**src/rtl/servant_uart_rx.sv**
```systemverilog
// servant_uart_rx: 8N1 UART receiver with a small first-word-fall-through FIFO.
// A two-flop synchronizer feeds a mid-bit sampling FSM. Completed bytes are
// pushed into a 2**AW deep FIFO that is drained through a valid/ready handshake.
// Define SERVANT_UART_RX_PARITY_EN for 8E1 framing (adds a PARITY state and
// an even-parity check before the byte is accepted).
module servant_uart_rx #(
    parameter int unsigned DIV = 280,
    parameter int unsigned AW  = 2
) (
    input  logic       i_wb_clk,
    input  logic       i_wb_rst,
    input  logic       i_rx,
    output logic [7:0] o_data,
    output logic       o_valid,
    input  logic       i_ready,
    output logic       o_frame_err,
    output logic       o_overrun
);

    localparam int unsigned CW    = $clog2(DIV);
    localparam int unsigned DEPTH = 1 << AW;

    localparam logic [CW-1:0] CNT_HALF = CW'(DIV / 2 - 1);
    localparam logic [CW-1:0] CNT_FULL = CW'(DIV - 1);
    localparam logic [AW:0]   CNT_CAP  = (AW + 1)'(DEPTH);

    typedef enum logic [2:0] {
        WAIT_IDLE,
        IDLE,
        START,
        DATA,
`ifdef SERVANT_UART_RX_PARITY_EN
        PARITY,
`endif
        STOP
    } state_t;

    // Synchronizer
    logic rx_meta_q;
    logic rx_sync_q;

    // Receive FSM
    state_t        state_q;
    state_t        state_d;
    logic [CW-1:0] cnt_q;
    logic [CW-1:0] cnt_d;
    logic [2:0]    bit_idx_q;
    logic [2:0]    bit_idx_d;
    logic [7:0]    shift_q;
    logic [7:0]    shift_d;
`ifdef SERVANT_UART_RX_PARITY_EN
    logic          parity_q;
    logic          parity_d;
`endif
    logic          push_req_c;
    logic          frame_err_q;
    logic          frame_err_d;

    // FIFO
    logic [7:0]    mem_q [DEPTH];
    logic [AW-1:0] wr_ptr_q;
    logic [AW-1:0] wr_ptr_d;
    logic [AW-1:0] rd_ptr_q;
    logic [AW-1:0] rd_ptr_d;
    logic [AW:0]   count_q;
    logic [AW:0]   count_d;
    logic          pop_c;
    logic          push_ok_c;
    logic          overrun_q;
    logic          overrun_d;

    // Two-flop synchronizer; resets to the idle level so no start is seen out of reset
    always_ff @(posedge i_wb_clk) begin
        if (i_wb_rst) begin
            rx_meta_q <= 1'b1;
            rx_sync_q <= 1'b1;
        end else begin
            rx_meta_q <= i_rx;
            rx_sync_q <= rx_meta_q;
        end
    end

    // Receive FSM state register
    always_ff @(posedge i_wb_clk) begin
        if (i_wb_rst) begin
            state_q   <= WAIT_IDLE;
            cnt_q     <= '0;
            bit_idx_q <= '0;
            shift_q   <= '0;
`ifdef SERVANT_UART_RX_PARITY_EN
            parity_q  <= 1'b0;
`endif
        end else begin
            state_q   <= state_d;
            cnt_q     <= cnt_d;
            bit_idx_q <= bit_idx_d;
            shift_q   <= shift_d;
`ifdef SERVANT_UART_RX_PARITY_EN
            parity_q  <= parity_d;
`endif
        end
    end

    // Receive FSM next state: every action fires when the bit-time counter hits zero
    always_comb begin
        state_d     = state_q;
        cnt_d       = cnt_q - CW'(1);
        bit_idx_d   = bit_idx_q;
        shift_d     = shift_q;
`ifdef SERVANT_UART_RX_PARITY_EN
        parity_d    = parity_q;
`endif
        push_req_c  = 1'b0;
        frame_err_d = 1'b0;

        case (state_q)
            WAIT_IDLE: begin
                if (rx_sync_q) begin
                    state_d = IDLE;
                end
            end

            IDLE: begin
                if (!rx_sync_q) begin
                    cnt_d   = CNT_HALF;
                    state_d = START;
                end
            end

            START: begin
                if (cnt_q == '0) begin
                    if (!rx_sync_q) begin
                        cnt_d     = CNT_FULL;
                        bit_idx_d = '0;
                        state_d   = DATA;
                    end else begin
                        // Line went back high before mid-start: treat as a glitch
                        state_d = IDLE;
                    end
                end
            end

            DATA: begin
                if (cnt_q == '0) begin
                    shift_d   = {rx_sync_q, shift_q[7:1]};
                    cnt_d     = CNT_FULL;
                    bit_idx_d = bit_idx_q + 3'd1;
                    if (bit_idx_q == 3'd7) begin
`ifdef SERVANT_UART_RX_PARITY_EN
                        state_d = PARITY;
`else
                        state_d = STOP;
`endif
                    end
                end
            end

`ifdef SERVANT_UART_RX_PARITY_EN
            PARITY: begin
                if (cnt_q == '0) begin
                    parity_d = rx_sync_q;
                    cnt_d    = CNT_FULL;
                    state_d  = STOP;
                end
            end
`endif

            STOP: begin
                if (cnt_q == '0) begin
                    if (!rx_sync_q) begin
                        // Low stop bit: possibly a break, wait for the line to recover
                        frame_err_d = 1'b1;
                        state_d     = WAIT_IDLE;
`ifdef SERVANT_UART_RX_PARITY_EN
                    end else if ((^shift_q) ^ parity_q) begin
                        frame_err_d = 1'b1;
                        state_d     = IDLE;
`endif
                    end else begin
                        push_req_c = 1'b1;
                        state_d    = IDLE;
                    end
                end
            end

            default: begin
                state_d = WAIT_IDLE;
            end
        endcase
    end

    // FIFO next state; a full FIFO still accepts a push when a pop frees a slot this cycle
    always_comb begin
        pop_c     = (count_q != '0) && i_ready;
        push_ok_c = push_req_c && ((count_q < CNT_CAP) || pop_c);
        overrun_d = push_req_c && !push_ok_c;
        wr_ptr_d  = wr_ptr_q;
        rd_ptr_d  = rd_ptr_q;
        count_d   = count_q;

        if (push_ok_c) begin
            wr_ptr_d = wr_ptr_q + AW'(1);
        end
        if (pop_c) begin
            rd_ptr_d = rd_ptr_q + AW'(1);
        end
        case ({push_ok_c, pop_c})
            2'b10:   count_d = count_q + (AW + 1)'(1);
            2'b01:   count_d = count_q - (AW + 1)'(1);
            default: count_d = count_q;
        endcase
    end

    // FIFO pointers, occupancy and error pulses
    always_ff @(posedge i_wb_clk) begin
        if (i_wb_rst) begin
            wr_ptr_q    <= '0;
            rd_ptr_q    <= '0;
            count_q     <= '0;
            frame_err_q <= 1'b0;
            overrun_q   <= 1'b0;
        end else begin
            wr_ptr_q    <= wr_ptr_d;
            rd_ptr_q    <= rd_ptr_d;
            count_q     <= count_d;
            frame_err_q <= frame_err_d;
            overrun_q   <= overrun_d;
        end
    end

    // FIFO storage; cleared on reset so the head is never X
    always_ff @(posedge i_wb_clk) begin
        if (i_wb_rst) begin
            for (int unsigned i = 0; i < DEPTH; i++) begin
                mem_q[i] <= '0;
            end
        end else if (push_ok_c) begin
            mem_q[wr_ptr_q] <= shift_q;
        end
    end

    assign o_data      = mem_q[rd_ptr_q];
    assign o_valid     = (count_q != '0);
    assign o_frame_err = frame_err_q;
    assign o_overrun   = overrun_q;

endmodule

```
**config.mk**
```make
export PLATFORM = sky130hd
export DESIGN_NAME = servant_uart_rx
export DESIGN_NICKNAME = d
export VERILOG_FILES = /design/src/rtl/servant_uart_rx.sv
export SDC_FILE = /design/constraint.sdc
export NUM_CORES = 1
export LEC_CHECK = 0
export ABC_AREA = 1
export BUFFER_PORTS_ARGS = -buffer_cell sky130_fd_sc_hd__buf_2
export CORE_ASPECT_RATIO = 1.5
export CORE_UTILIZATION = 30
export DETAILED_ROUTE_END_ITERATION = 12
export PLACE_DENSITY = 0.55
export SYNTH_ARGS = -nofsm -noshare
export SYNTH_HDL_FRONTEND = slang
export SYNTH_SLANG_ARGS = --single-unit
```
**constraint.sdc**
```tcl
create_clock -name i_wb_clk -period 4.1 [get_ports i_wb_clk]
set_input_delay 0.82 -clock i_wb_clk [delete_from_list [all_inputs] [get_ports i_wb_clk]]
set_output_delay 0.82 -clock i_wb_clk [all_outputs]
set_load 0.02 [all_outputs]
```
* After elaboration in Yosys (flattened, before gate mapping) *
Memories as Yosys holds them, arrays and structs flattened. A register that Yosys moved wholly into a read port is not among the register bits.
Index checks and enable logic that the tools add are counted.

storage, ports and cells
  memories = 1
  RAM bits = 32
  input port bits = 4
  bits in registers = 34

cells by class
  order comparisons = 1
  add/sub/neg operators = 6
  reduce and logical (&&, ||, !) cells = 15
  muxes and demuxes = 33
  equal/unequal tests = 14
  bitwise logic cells = 2

memories
  name   words  bits a word  rd ports  clocked after memory_dff  wr ports  line  text
  mem_q  4      8            1         1                         4         60    logic [7:0] mem_q [DEPTH];

operators by type and width
  kind                 number
  $mux 9               4
  $mux 3               9
  $pmux 9 s3           1
  $pmux 3 s5           1
  $ne 2x2->1 const B   7
  $pmux 3 s2           2
  $mux 1               11
  $logic_not 9->1      1
  $sub 9x1->9 const B  1
  $mux 2               4
  $mux 8               1
  $reduce_or 8->1      1
  $add 3x1->3 const B  2
  $eq 3x2->1 const B   2
  $eq 3x3->1 const B   2
  $reduce_and 6->1     1
  $add 2x1->2 const B  2
  $reduce_and 4->1     1
  $reduce_bool 2->1    2
  $eq 3x1->1 const B   1
  $logic_and 1x1->1    3
  $logic_not 3->1      1
  $lt 3x3->1 const B   1
  $reduce_bool 3->1    1
  other kinds (8)      9

* Logic depth before layout (Yosys ltp) *
  depth after elaboration = 9
  depth in mapped cells = 14
  mapped depth without buffers = 14

* Worst setup path before layout *
No wires, ideal clock.

  path type = input to register
  from = in i_ready
  to = reg count_q[2]
  library setup time = 122 ps
  data arrival time = 2109 ps
  setup slack = 1869 ps
  cell stages on the path = 9
  data required time = 3978 ps
  buffers on the path = 0
  cells stage by stage = inv_1 -> a21oi_1 -> ha_1 -> inv_1 -> fa_1 -> a21oi_1 -> o21ai_0 -> o21ai_0 -> a21oi_1

between the ends
  word-level cells in the longest chain between the ends = 5

RTL lines
  what                                                    line  text
  start: declaration                                      15    input logic i_ready,
  $logic_and 1x1->1 *                                     194   pop_c = (count_q != '0) && i_ready;
  named net pop_c                                         67    logic pop_c;
  $logic_or 1x1->1                                        195   push_ok_c = push_req_c && ((count_q < CNT_CAP) || pop_c);
  $logic_and 1x1->1                                       195
  $eq 2x1->1 / $eq 2x2->1 (equally long branches)         207   case ({push_ok_c, pop_c})
  $pmux 3 s2 / $reduce_bool 2->1 (equally long branches)  --
  end signal: assignment                                  225   count_q <= count_d;
  end: declaration                                        65    logic [AW:0] count_q;

Mark *: on every way through the listed nets, which the timed path passes. The rest lies on a longest branch.
A chain may end at the register's enable or synchronous reset.

==> impl_table.tex <==
\begin{tabular}{lr}
\hline
Metric & Value \\
\hline
\multicolumn{2}{l}{\textbf{STA}} \\
\quad RSZ-0062 raised after global routing & no \\
\quad Number of pins with negative max-slew slack in the final report & 0 \\
\quad Setup violators final & 0 \\
\quad Top achievable clock speed & 380.5 MHz \\
\quad Sum of negative setup slack & 0 ns \\
\quad Worst hold margin & $\sim$0.41 ns \\
\quad Worst path setup slack after routing & 1.472 ns \\
\quad Final worst path period need & 2.628 ns \\
\quad Post-route clock period utilization & 0.6410 \\
\quad Maximum clock skew at final layout & approximately 0.0049 ns \\
\quad Actual transition at the worst max-transition pin & 0.6849 ns \\
\quad Count of endpoints failing hold in the final timing report & 0 \\
\quad Slew Limit Headroom & 0.5429 \\
\multicolumn{2}{l}{\textbf{Die}} \\
\quad Die outline width & 83.54 um \\
\quad Initial standard-cell utilization of the core & 0.3088 \\
\quad Row count & 44 \\
\quad Top-level port count & 15 \\
\quad Core footprint & 9689 um2 \\
\quad Die H & between 100 and 150 um \\
\quad Die Outline Area & $\sim$10000 um2 \\
\multicolumn{2}{l}{\textbf{Cells and area}} \\
\quad Commonest non-fill, non-tap cells in the layout & sky130\_fd\_sc\_hd\_\_nor2\_1, sky130\_fd\_sc\_hd\_\_inv\_1, sky130\_fd\_sc\_hd\_\_dfxtp\_1 \\
\quad Number of diodes added for antenna fixing & 0 \\
\quad Layout cells sized above 1 & 0.1264 \\
\quad Post-route non-filler standard cell count & around 460 \\
\quad Leading cell type in the layout, fill and taps excluded & sky130\_fd\_sc\_hd\_\_nor2\_1 \\
\quad Layout-stage area growth over the synthesis result & 15.10\% \\
\quad Final net count & 353 \\
\multicolumn{2}{l}{\textbf{Placed design}} \\
\quad Number of input and output port buffers inserted & 14 \\
\quad Worst slack after detailed placement & 1.655 ns \\
\quad Number of instances in the placed design & 447 \\
\quad Sum of net half-perimeters after detailed placement & between 4000 and 5000 um \\
\quad Final estimated routing congestion in global placement & 0.7339 \\
\multicolumn{2}{l}{\textbf{Synth}} \\
\quad Synthesis-stage register bit count & 68 \\
\quad Cell count after synthesis & roughly 320 \\
\quad Proportion of synthesized chip area in sequential cells & 0.5621 \\
\quad Syn\_nets & roughly 330 \\
\quad Area of the mapped netlist & 2992 um2 \\
\quad Async SR Flop Fraction & 0 \\
\quad Library cells used by synthesis & 30 \\
\quad Synthesis Warnings & 0 \\
\quad Avg Inst Size Synth & approximately 9.2 um2 \\
\quad Flip-flop cell with the highest count after synthesis & sky130\_fd\_sc\_hd\_\_dfxtp\_1 \\
\quad Post-synth EDFFs & 32 \\
\multicolumn{2}{l}{\textbf{Worst hold path}} \\
\quad Startpoint of the most critical hold path & rx\_meta\_q\$\_SDFF\_PP1\_ \\
\quad Worst min-delay path class & flop to flop \\
\multicolumn{2}{l}{\textbf{Pwr}} \\
\quad Worst vdd ir & 0.0002921 V \\
\quad Reported leakage power & about 1.3 nW \\
\quad Pwr dens & 580.3 nW/um2 \\
\multicolumn{2}{l}{\textbf{Route}} \\
\quad Number of DRC violations after detailed-routing iteration 0 & 89 \\
\quad Vias & about 2200 \\
\quad Mean routed wirelength per cell & 11.71 um \\
\quad Remaining number of nets flagged by the antenna check after routing & 0 \\
\quad First-pass iteration count of the detailed router & 4 \\
\quad DRC errors left & 0 \\
\quad Average vias per placed instance & 4.646 \\
\quad Aggregate routed wire length & 5423 um \\
\multicolumn{2}{l}{\textbf{Worst setup path}} \\
\quad Critical Path RT & 3.28 ns \\
\quad Endpoint type of the worst setup path & output pin \\
\quad Element type at the critical path start & flop \\
\quad CP bufs+invs & 2 \\
\quad Maximum fanout along the worst path & 17 \\
\quad List of cells traversed by the critical path & inv\_1 > o21ai\_0 > o22ai\_1 > buf\_2 \\
\quad Critical path class & flop to output pin \\
\quad CP delay by family, top & flip-flops \\
\quad Beginning of the worst register-to-register path & cnt\_q[0]\$\_SDFF\_PP0\_ \\
\quad Reg2Reg Setup Slack & 1.98 ns \\
\quad Arrival time of data at the critical path endpoint & 1.81 ns \\
\quad CP peak stage delay & 0.63 ns \\
\quad Cell at the slowest stage of the critical path & sky130\_fd\_sc\_hd\_\_dfxtp\_1 \\
\multicolumn{2}{l}{\textbf{Global route}} \\
\quad Wire length of the first global-routing pass & between 9000 and 10000 um \\
\quad Number of global-route vias before repair & 2165 \\
\quad Sum of overflow across all layers after global routing & 0 \\
\quad Overall global routing resource usage & 0.1178 \\
\quad Initial antenna violation count & 0 \\
\quad Maximum number of pins on one net before global-route repair & 27 \\
\multicolumn{2}{l}{\textbf{Clock tree}} \\
\quad Count of H-tree levels built during CTS & 3 \\
\quad Post-cts gate resize count & 0 \\
\quad Max Buffers Root-to-Sink & 2 \\
\quad Clock-pin transition on the worst setup and hold timing paths & 0.05 ns \\
\quad Post-CTS repair timing setup buffer count & 0 \\
\quad Total of hold buffers inserted after clock tree synthesis & 0 \\
\quad Clock tree from TritonCTS & done \\
\quad CTS Buf Count & 9 \\
\quad Clock sinks & 68 \\
\quad CTS Root Buffer Type & sky130\_fd\_sc\_hd\_\_clkbuf\_16 \\
\quad Clock Latency Late Sink & 0.33 ns \\
\multicolumn{2}{l}{\textbf{Run status}} \\
\quad Result of the run & complete, no violations \\
\multicolumn{2}{l}{\textbf{Job}} \\
\quad Number of max-cap violations & 0 \\
\hline
\end{tabular}
[cell usage after synthesis, types with 4 or more instances]
| master | n | area [um2] |
|---|---|---|
| sky130_fd_sc_hd__nor2_1 | 64 | 240.2 |
| sky130_fd_sc_hd__edfxtp_1 | 32 | 960.9 |
| sky130_fd_sc_hd__nand3_1 | 12 | 60.06 |
| sky130_fd_sc_hd__dfxtp_1 | 36 | 720.7 |
| sky130_fd_sc_hd__o21ai_0 | 34 | 170.2 |
| sky130_fd_sc_hd__a21oi_1 | 23 | 115.1 |
| sky130_fd_sc_hd__nand3_4 | 4 | 70.07 |
| sky130_fd_sc_hd__nand2_1 | 32 | 120.1 |
| sky130_fd_sc_hd__inv_1 | 37 | 138.9 |
| sky130_fd_sc_hd__clkbuf_1 | 5 | 18.77 |
| sky130_fd_sc_hd__ha_1 | 5 | 62.56 |
| sky130_fd_sc_hd__o22ai_1 | 8 | 50.05 |
[metrics by stage]
| stage | util | area, um2 | total power, mW |
|---|---|---|---|
| finish | 0.3554 | 3443 | 1.998 |
| CTS | 0.3554 | 3443 | 2.027 |
| global route | 0.3554 | 3443 | 2.125 |
| global placement | 0.3284 | 3182 | 1.345 |
| detailed placement | 0.3284 | 3182 | 1.351 |
| floorplan | - | 2992 | 1.246 |
[path summary, 6_finish.rpt]
path	cells past startpoint	endpoint
worst min register to register	1	rx_sync_q$_SDFF_PP1_
worst max register to register	14	count_q[2]$_SDFFE_PP0P_
worst min-delay path	1	rx_sync_q$_SDFF_PP1_
worst max-delay path	4	o_data[1]
[flip-flops by register name, summed over array words and instances, names as in the netlist, 2 cells and up, named ones only]
| name | flops |
|---|---|
| bit_idx_q | 3 |
| cnt_q | 9 |
| count_q | 3 |
| mem_q | 32 |
| rd_ptr_q | 2 |
| shift_q | 8 |
| state_q | 3 |
| wr_ptr_q | 2 |
[metal layers]
layer	share of wire	track usage	wire, um	vias up
li1	-	-	-	1128
met1	0.41	0.1268	2242	981
met2	0.54	0.2078	2921	33
met3	0.027	0.03579	146	9
met4	0.021	0.05683	113	0
met5	0	0	0	-
[where the power goes]
group / switching [mW] / internal [mW]
Sequential: 0.0708 / 0.782
Clock: 0.262 / 0.404
Combinational: 0.307 / 0.171
[layout make-up]
type	instances	area [um2]
clock buffers	11	232.7
multi-input cells	211	1140
repair buffers	14	70.07
clock inverters	5	28.78
inverters	39	146.4
fillers	989	6246
flip-flops and latches	68	1682
well taps	115	143.9
[cells by family after synthesis]
group	Yosys count	synth area share
xor+xnor	5	0.01464
fa+ha+maj	6	0.02760
buf+inv	45	0.05688
compound gates	71	0.1246
flops	68	0.5621
simple gates	129	0.2141
Power figures use the tool's default switching activity.
